--- config.mk ---
export PLATFORM = sky130hd
export DESIGN_NAME = rx_deserializer
export DESIGN_NICKNAME = d
export VERILOG_FILES = /design/src/rtl/rx_deserializer.sv
export SDC_FILE = /design/constraint.sdc
export NUM_CORES = 1
export LEC_CHECK = 0
export ABC_AREA = 1
export BUFFER_PORTS_ARGS = -buffer_cell sky130_fd_sc_hd__buf_4
export CAP_MARGIN = 15
export CORE_ASPECT_RATIO = 0.8
export CORE_MARGIN = 2
export CORE_UTILIZATION = 45
export DETAILED_ROUTE_END_ITERATION = 6
export GPL_TIMING_DRIVEN = 0
export PLACE_DENSITY_LB_ADDON = 0.12
export SLEW_MARGIN = 20
export SYNTH_ARGS = -nofsm -noshare
export SYNTH_HDL_FRONTEND = slang
export SYNTH_SLANG_ARGS = --single-unit
--- constraint.sdc ---
create_clock -name clk -period 1.5 [get_ports clk]
set_input_delay 0 -clock clk [delete_from_list [all_inputs] [get_ports clk]]
set_output_delay 0 -clock clk [all_outputs]
set_load 0.02 [all_outputs]
--- src/rtl/rx_deserializer.sv ---
// ----------------------------------------------------------------------------
// rx_deserializer
//
// Purpose:
//   UART-style serial receiver. The asynchronous rx line is synchronized,
//   a start bit is detected on a falling edge, and each bit is sampled in
//   the middle of its bit period. Data bits arrive LSB first, optionally
//   followed by a parity bit and then one or two stop bits. A finished word
//   is delivered through a single-entry holding register with a
//   valid/ready handshake. A frame that completes while the holding
//   register is still occupied is dropped and flagged with overrun_err.
//
// Ports:
//   clk          input              sole clock, rising edge
//   rst          input              synchronous active-high reset
//   rx           input              asynchronous serial line, idles high
//   rx_data      output [DW-1:0]    received word
//   rx_valid     output             rx_data / parity_err / frame_err valid
//   rx_ready     input              consumer accepts when rx_valid && rx_ready
//   parity_err   output             held word failed the parity check
//   frame_err    output             held word had a stop bit sampled low
//   overrun_err  output             one-cycle pulse, a completed frame was dropped
//   busy         output             receiver FSM is not idle
// ----------------------------------------------------------------------------
module rx_deserializer #(
    parameter int BAUD_DIV   = 16,
    parameter int DATA_WIDTH = 8,
    parameter int PARITY_EN  = 1,
    parameter int PARITY_ODD = 0,
    parameter int STOP_BITS  = 1
) (
    input  logic                  clk,
    input  logic                  rst,
    input  logic                  rx,
    output logic [DATA_WIDTH-1:0] rx_data,
    output logic                  rx_valid,
    input  logic                  rx_ready,
    output logic                  parity_err,
    output logic                  frame_err,
    output logic                  overrun_err,
    output logic                  busy
);

    localparam int              CW          = $clog2(BAUD_DIV);
    localparam logic [CW-1:0]   FULL_RELOAD = CW'(BAUD_DIV - 1);
    localparam logic [CW-1:0]   HALF_RELOAD = CW'(BAUD_DIV / 2 - 1);
    localparam logic [CW-1:0]   CNT_ONE     = CW'(1);
    localparam logic [2:0]      LAST_DATA   = 3'(DATA_WIDTH - 1);
    localparam logic            LAST_STOP   = 1'(STOP_BITS - 1);
    localparam logic            PAR_ODD     = (PARITY_ODD != 0);
    localparam logic            HAS_PARITY  = (PARITY_EN != 0);

    typedef enum logic [2:0] {
        IDLE,
        START,
        DATA,
        PARITY,
        STOP,
        BREAK
    } stateT;

    stateT                  r_state;
    logic                   r_rxMeta;
    logic                   r_rxSync;
    logic                   r_rxPrev;
    logic [1:0]             r_fillCnt;
    logic                   r_armed;
    logic [CW-1:0]          r_baudCnt;
    logic [2:0]             r_bitIdx;
    logic                   r_stopIdx;
    logic [DATA_WIDTH-1:0]  r_shift;
    logic                   r_parErr;
    logic                   r_frmErr;

    logic                   w_sample;
    logic                   w_fallEdge;
    logic                   w_stopErr;
    logic                   w_complete;
    logic                   w_holdFree;

    // Mid-bit sample strobe, start-bit edge detect, accumulated stop-bit
    // error including the current sample, and the end-of-frame condition.
    // An edge only counts once the line has been seen high after reset, so a
    // line held low through reset release is never mistaken for a start bit.
    assign w_sample   = (r_baudCnt == '0);
    assign w_fallEdge = r_armed && r_rxPrev && !r_rxSync;
    assign w_stopErr  = r_frmErr | ~r_rxSync;
    assign w_complete = (r_state == STOP) && w_sample && (r_stopIdx == LAST_STOP);
    assign w_holdFree = !rx_valid || rx_ready;
    assign busy       = (r_state != IDLE);

    // Two-flop synchronizer plus a delayed copy for edge detection. The
    // synchronizer resets to idle-high, so the first two samples after
    // reset are not real line values; r_fillCnt waits them out before a
    // genuine high level arms the start-bit detector.
    always_ff @(posedge clk) begin
        if (rst) begin
            r_rxMeta  <= 1'b1;
            r_rxSync  <= 1'b1;
            r_rxPrev  <= 1'b1;
            r_fillCnt <= 2'd0;
            r_armed   <= 1'b0;
        end else begin
            r_rxMeta <= rx;
            r_rxSync <= r_rxMeta;
            r_rxPrev <= r_rxSync;
            if (r_fillCnt != 2'd2) begin
                r_fillCnt <= r_fillCnt + 2'd1;
            end
            if ((r_fillCnt == 2'd2) && r_rxSync) begin
                r_armed <= 1'b1;
            end
        end
    end

    // Receive FSM with its bit-period counter and shift register. The
    // counter is loaded with half a bit period on the start edge so that
    // every later sample lands in the middle of a bit, then reloads with a
    // full period at each sample point. A start bit that is high again at
    // its midpoint is treated as a glitch. A frame with a low stop bit parks
    // in BREAK until the line returns high.
    always_ff @(posedge clk) begin
        if (rst) begin
            r_state   <= IDLE;
            r_baudCnt <= '0;
            r_bitIdx  <= 3'd0;
            r_stopIdx <= 1'b0;
            r_shift   <= '0;
            r_parErr  <= 1'b0;
            r_frmErr  <= 1'b0;
        end else begin
            case (r_state)
                IDLE: begin
                    if (w_fallEdge) begin
                        r_baudCnt <= HALF_RELOAD;
                        r_state   <= START;
                    end
                end
                START: begin
                    if (w_sample) begin
                        r_baudCnt <= FULL_RELOAD;
                        if (!r_rxSync) begin
                            r_state   <= DATA;
                            r_bitIdx  <= 3'd0;
                            r_stopIdx <= 1'b0;
                            r_parErr  <= 1'b0;
                            r_frmErr  <= 1'b0;
                        end else begin
                            r_state <= IDLE;
                        end
                    end else begin
                        r_baudCnt <= r_baudCnt - CNT_ONE;
                    end
                end
                DATA: begin
                    if (w_sample) begin
                        r_baudCnt <= FULL_RELOAD;
                        r_shift   <= {r_rxSync, r_shift[DATA_WIDTH-1:1]};
                        if (r_bitIdx == LAST_DATA) begin
                            r_state <= HAS_PARITY ? PARITY : STOP;
                        end else begin
                            r_bitIdx <= r_bitIdx + 3'd1;
                        end
                    end else begin
                        r_baudCnt <= r_baudCnt - CNT_ONE;
                    end
                end
                PARITY: begin
                    if (w_sample) begin
                        r_baudCnt <= FULL_RELOAD;
                        r_parErr  <= ((^r_shift) ^ r_rxSync) != PAR_ODD;
                        r_state   <= STOP;
                    end else begin
                        r_baudCnt <= r_baudCnt - CNT_ONE;
                    end
                end
                STOP: begin
                    if (w_sample) begin
                        r_baudCnt <= FULL_RELOAD;
                        r_frmErr  <= w_stopErr;
                        if (r_stopIdx == LAST_STOP) begin
                            r_state <= w_stopErr ? BREAK : IDLE;
                        end else begin
                            r_stopIdx <= r_stopIdx + 1'b1;
                        end
                    end else begin
                        r_baudCnt <= r_baudCnt - CNT_ONE;
                    end
                end
                BREAK: begin
                    if (r_rxSync) begin
                        r_state <= IDLE;
                    end
                end
                default: begin
                    r_state <= IDLE;
                end
            endcase
        end
    end

    // Single-entry holding register. A finished frame loads only when the
    // register is empty or being emptied in the same cycle; otherwise the
    // new frame is discarded, the held word stays untouched and overrun_err
    // pulses for one cycle.
    always_ff @(posedge clk) begin
        if (rst) begin
            rx_data     <= '0;
            rx_valid    <= 1'b0;
            parity_err  <= 1'b0;
            frame_err   <= 1'b0;
            overrun_err <= 1'b0;
        end else begin
            overrun_err <= 1'b0;
            if (w_complete && w_holdFree) begin
                rx_data    <= r_shift;
                parity_err <= r_parErr;
                frame_err  <= w_stopErr;
                rx_valid   <= 1'b1;
            end else begin
                if (w_complete) begin
                    overrun_err <= 1'b1;
                end
                if (rx_valid && rx_ready) begin
                    rx_valid <= 1'b0;
                end
            end
        end
    end

endmodule

==> results of run 1 <==
layer usage:
| metal | part of all wire (%) | track usage (%) | up-vias |
|---|---|---|---|
| met2 | 39 | 25.3 | 33 |
| met3 | 4.7 | 4.62 | 11 |
| met1 | 54 | 27.2 | 667 |
| li1 | - | - | 817 |
| met5 | 0 | 0 | - |
| met4 | 2.3 | 9.70 | 0 |
per-stage QoR:
stage                     util (%)  cell area, um^2  hold slack [ps]
after floorplan                  -             1680             69.1
after detailed placement      53.0             1850              188
after global placement        53.0             1850              185
after CTS                     57.8             2020              418
after global routing          60.5             2120              425
final                         60.5             2120              416
repair_timing:
item                       in CTS  in global routing
hold buffers                    4                  0
setup endpoints to repair      10                 24
gates cloned                    0                  1
pin swaps                       2                  3
setup buffers                   1                  8
hold endpoints to repair        5                  0
gates resized for setup         8                 17
cell usage in the layout, fill, tap and decap left out, types with 5 or more instances in the layout:
| cell | instances |
|---|---|
| sky130_fd_sc_hd__nand2_1 | 44 |
| sky130_fd_sc_hd__clkbuf_8 | 6 |
| sky130_fd_sc_hd__inv_1 | 21 |
| sky130_fd_sc_hd__dfxtp_1 | 33 |
| sky130_fd_sc_hd__buf_4 | 25 |
| sky130_fd_sc_hd__o21ai_0 | 18 |
| sky130_fd_sc_hd__dfxtp_2 | 5 |
| sky130_fd_sc_hd__nand3_1 | 16 |
| sky130_fd_sc_hd__a21oi_1 | 26 |
| sky130_fd_sc_hd__inv_2 | 8 |
| sky130_fd_sc_hd__o21ai_1 | 7 |
| sky130_fd_sc_hd__nor2_1 | 17 |
cell families after synthesis:
logic type	Yosys count	synth area share (%)
flops	38	45.3
xor+xnor	1	0.521
compound gates	56	17.3
simple gates	94	25.2
buf+inv	35	8.71
fa+ha+maj	4	2.98
power by group through the flow:
stage	registers [uW]	logic, uW	clock network [uW]
6_report	1170	897	738
5_1_grt	1180	994	800
4_1_cts	1160	718	760
3_5_place_dp	1180	584	0
3_3_place_gp	1180	581	0
2_1_floorplan	1170	473	0
flip-flops by register name, summed over array words and instances, names as in the netlist, 2 cells and up:
| name | count |
|---|---|
| r_baudCnt | 4 |
| r_bitIdx | 3 |
| r_fillCnt | 2 |
| r_shift | 8 |
| r_state | 3 |
| rx_data | 8 |
layout make-up:
class / count / area, um^2 / share of cell area [%]
clock buffer: 6 / 82.6 / 3.90
inverter: 30 / 115 / 5.44
buffer: 5 / 33.8 / 1.60
clock inverter: 2 / 12.5 / 0.591
multi-input combinational: 155 / 820 / 38.7
tap: 42 / 52.6 / 2.48
sequential: 38 / 767 / 36.3
timing repair buffer: 30 / 233 / 11.0
cells in the mapped netlist, drive strengths merged:
cell and number:
a21oi 27, a221oi 1, a31oi 1, and3 1
buf 3, clkbuf 2, dfxtp 38, ha 4
inv 30, nand2 48, nand3 18, nand4 1
nor2 21, nor3 2, o211ai 1, o21ai 26
or2 3, xor2 1
path summary, 6_finish.rpt:
kind	end	slack, ps	from
hold reg to reg	r_rxSync	420	r_rxMeta
hold / removal	r_rxSync	420	r_rxMeta
setup / recovery	r_frmErr	60	r_baudCnt[0]
setup reg to reg	r_frmErr	60	r_baudCnt[0]
worst max-delay path, cell delays in order (launching register included):
cell                      delay, ps
sky130_fd_sc_hd__dfxtp_2        330
sky130_fd_sc_hd__inv_2           70
sky130_fd_sc_hd__ha_4           140
sky130_fd_sc_hd__nand2_4         60
sky130_fd_sc_hd__nor2_4         140
sky130_fd_sc_hd__inv_4           70
sky130_fd_sc_hd__a21oi_4        150
sky130_fd_sc_hd__o21ai_2         80
sky130_fd_sc_hd__or2_1          200
sky130_fd_sc_hd__a21oi_1        130
==> results_dict.tcl, run 1 <==
set metrics [dict create \
    tritoncts "done" \
    maximum_net_fanout_on_the_critical_path 5 \
    power.share.switching_pct 33.5 \
    seq_area_frac_synth_pct 45.3 \
    p_leak_uw 0.000947 \
    globalRouteOverflowTotal 0 \
    starting_utilization_of_the_core_area_pct 48.1 \
    post_syn_nets 236 \
    drt-initial-drc-count 97 \
    worst_slack_at_placement_ps -70.9 \
    filler_cell_count 327 \
    insertion_delay_ps 300 \
    pwr-share-clk_pct 26.3 \
    r2r.worst_path.cells 9 \
    yosysUniqueCellTypes 27 \
    rows 19 \
    place.detailed.hpwl_mm 2.44 \
    groute.usage.overall_pct 18.7 \
    post_route_skew_ps 5.67 \
    post-route-period-util_pct 96.1 \
    worst_slack_ps 58.3 \
    placed_instances 286 \
    fp.dieArea_mm2 0.00424 \
    netlist_area_mm2 0.00168 \
    synth.avg_cell_area_um2 7.37 \
    layout-area-overhead-vs-synth_pct 25.9 \
    netSwitchingPower_uw 940 \
    rsz0062_at_grt "true" \
    drv.max_cap_violation_count 0 \
    outcome "finished, final reports clean" \
    synth.area.top_cells "sky130_fd_sc_hd__dfxtp_1 (45%), sky130_fd_sc_hd__nand2_1 (10%), sky130_fd_sc_hd__a21oi_1 (7.7%)" \
    tritoncts_num_sinks 38 \
    arrival_ps 1670 \
    grt_max_degree 13 \
    number_of_global_route_vias_before_repair 1347 \
    synth_top_area_cell "sky130_fd_sc_hd__dfxtp_1" \
    crit_path_end_kind "register" \
    cts-buffers-inserted 5 \
    p_int_uw 1870 \
    wl_per_cell_um 11.7 \
    clkTransAtPathRegs_ps 80 \
    numPortBuffers 16 \
    wire_length_of_the_first_global_routing_pass_mm 5.99 \
    comb_power_share_pct 32.0 \
    synth_seq_cells 38 \
    drive_above_1_share_pct 24.4 \
    dieHeight_um 58.7 \
    yosys_warnings 0 \
    cts_root_buf "sky130_fd_sc_hd__clkbuf_8" \
    vias 1528 \
    worst_hold_check_path_type "register to register" \
    die_width_um 72.3 \
    design.portCount 17 \
    timing.final.setup_violations 0 \
    power_after_layout_uw 2810 \
    finalSetupTns_ps 0 \
    drt-total-wl_mm 3.61 \
    antenna_found_initial 0 \
    clk_path_buf_depth 2 \
    drtPass1Iterations 4 \
    vdd_ir_drop_max_mv 0.675 \
    timing.slew.headroom_pct 66.5 \
    post_drt_via_cell_ratio 4.96 \
    timing.final.hold_violations 0 \
    syn_inst 228 \
    core-area_mm2 0.00349 \
    post-synth-top-area-fraction_pct 45.3 \
    antenna-diode-count 0 \
    num-nets-final 273 \
    setup.worst_path.start_class "register" \
    h-tree-depth 2 \
    detail-route-antenna-nets 0 \
    worst_ep_required_time_ps 1730 \
    drt_drc_violations_left 0 \
    finish.cell_count_without_fillers 308 \
    worst_hold_path.num_cells 1 \
    tightest_slew_ps 503 \
    power-per-cell-area_mw_per_mm2 1330 \
    maxSlewViolCount 0 \
    path_class "register to register" \
    gpl_congestion 0.843 \
    highest_achievable_clock_rate_mhz 694 \
    share_seq_of_total_power_pct 41.7 \
    fin_crit_ps 1440 \
]
Power figures use the tool's default switching activity.
==> run 2, diff against run 1 <==
Settings changed: ABC_CLOCK_PERIOD_IN_PS from default to 1500, CELL_PAD_IN_SITES_DETAIL_PLACEMENT from default to 0, CELL_PAD_IN_SITES_GLOBAL_PLACEMENT from default to 2, CORE_UTILIZATION 45 to 30.
==> run 2 against run 1 <==
Compared with the run above:
- wire length up 11%
- final area up 3.5%
- register-to-register slack about the same
- clock skew about the same
==> results_dict.tcl, run 2 (synthesized netlist as in run 1, its figures left out) <==
set metrics [dict create \
    tritoncts "done" \
    gpl_congestion 0.741 \
    cts-buffers-inserted 5 \
    grt_max_degree 13 \
    placed_instances 322 \
    numPortBuffers 16 \
    crit_path_end_kind "register" \
    drtPass1Iterations 4 \
    die_width_um 87.7 \
    rsz0062_at_grt "true" \
    timing.slew.headroom_pct 64.5 \
    wl_per_cell_um 11.7 \
    timing.final.setup_violations 0 \
    clkTransAtPathRegs_ps 80 \
    path_class "register to register" \
    worst_ep_required_time_ps 1720 \
    globalRouteOverflowTotal 0 \
    highest_achievable_clock_rate_mhz 693 \
    power-per-cell-area_mw_per_mm2 1330 \
    p_leak_uw 0.000935 \
    filler_cell_count 579 \
    drive_above_1_share_pct 27.2 \
    fp.dieArea_mm2 0.00622 \
    post_drt_via_cell_ratio 4.41 \
    number_of_global_route_vias_before_repair 1397 \
    placed_area_mm2 0.00190 \
    place.detailed.hpwl_mm 2.81 \
    tritoncts_num_sinks 38 \
    finish.cell_count_without_fillers 343 \
    rows 24 \
    drt-total-wl_mm 4.01 \
    fin_crit_ps 1440 \
    dieHeight_um 70.9 \
    detail-route-antenna-nets 0 \
    biggest_regs "r_shift x8, rx_data x8, r_baudCnt x4" \
    arrival_ps 1660 \
    drt_drc_violations_left 0 \
    starting_utilization_of_the_core_area_pct 30.9 \
    layout-area-overhead-vs-synth_pct 30.3 \
    setup.worst_path.start_class "register" \
    groute.usage.overall_pct 14.0 \
    timing.hold.ws_ps 42.5 \
    antenna_found_initial 0 \
    vdd_ir_drop_max_mv 0.687 \
    drv.max_cap_violation_count 0 \
    final_cell_area_mm2 0.00219 \
    worst_hold_check_path_type "input port to register" \
    timing.final.hold_violations 0 \
    maxSlewViolCount 0 \
    drt-initial-drc-count 55 \
    post-route-period-util_pct 96.1 \
    tightest_slew_ps 533 \
    outcome "finished, final reports clean" \
    h-tree-depth 2 \
    insertion_delay_ps 290 \
    maximum_net_fanout_on_the_critical_path 5 \
    post_route_skew_ps 5.47 \
    mostFrequentLayoutCells "sky130_fd_sc_hd__nand2_1 (44), sky130_fd_sc_hd__dfxtp_1 (33), sky130_fd_sc_hd__buf_4 (26)" \
    vias 1514 \
    clk_path_buf_depth 2 \
    antenna-diode-count 0 \
    core-area_mm2 0.00544 \
    design.portCount 17 \
    commonest_non_fill_non_tap_cell_in_the_layout "sky130_fd_sc_hd__nand2_1" \
    cts_root_buf "sky130_fd_sc_hd__clkbuf_8" \
    num-nets-final 272 \
    wire_length_of_the_first_global_routing_pass_mm 6.75 \
    finalSetupTns_ps 0 \
]
[run 2: final timing paths]
kind	depth (start not counted)	endpoint	from	slack, ps
worst max-delay path	9	r_frmErr	r_baudCnt[1]	60
worst min-delay path	4	overrun_err	rx_ready	40
worst max register to register	9	r_frmErr	r_baudCnt[1]	60
worst min register to register	1	r_rxSync	r_rxMeta	420
[run 2: where the power goes]
group	total, uW	switching, uW	internal (uW)
logic	998	537	461
clock network	750	380	370
registers	1170	76.4	1100
[run 2: critical path, cell delays in order, from the launching register on]
cell and delay, ps:
sky130_fd_sc_hd__dfxtp_2 320, sky130_fd_sc_hd__inv_2 80, sky130_fd_sc_hd__ha_4 150, sky130_fd_sc_hd__nand2_4 50
sky130_fd_sc_hd__nor2_4 160, sky130_fd_sc_hd__inv_4 80, sky130_fd_sc_hd__a21oi_4 140, sky130_fd_sc_hd__o21ai_2 80
sky130_fd_sc_hd__or2_0 190, sky130_fd_sc_hd__a21oi_1 120
[run 2: metal layers]
layer / up-vias / share of wire [%] / global-route usage, %
met5: - / 0 / 0
met4: 0 / 0.65 / 4.27
met3: 2 / 2.4 / 3.62
met2: 14 / 40 / 18.9
met1: 678 / 57 / 21.6
li1: 820 / - / -
[run 2: cell type report]
cell class / instances / area (um^2) / share of cell area [%]
multi-input cells: 155 / 853 / 39.0
clock buffers: 6 / 82.6 / 3.77
well taps: 78 / 97.6 / 4.46
clock inverters: 2 / 12.5 / 0.571
inverters: 30 / 118 / 5.37
plain buffers: 5 / 33.8 / 1.54
flip-flops and latches: 38 / 767 / 35.0
repair buffers: 29 / 225 / 10.3
[run 2: per-stage QoR]
stage / power (uW) / util, % / setup WS, ps
after floorplan: 1640 / - / 109
after global placement: 1810 / 34.9 / -142
after detailed placement: 1790 / 34.9 / -92.1
after CTS: 2780 / 38.4 / 14.4
after global routing: 3140 / 40.3 / -53.8
final: 2920 / 40.3 / 58.0
[run 2: timing repair]
item / 4_1_cts / 5_1_grt
endpoints found under the hold margin: 5 / 0
gates resized for setup: 10 / 24
endpoints found under the setup margin: 23 / 26
pin swaps: 3 / 4
hold buffers: 3 / 0
buffers inserted: 5 / 5
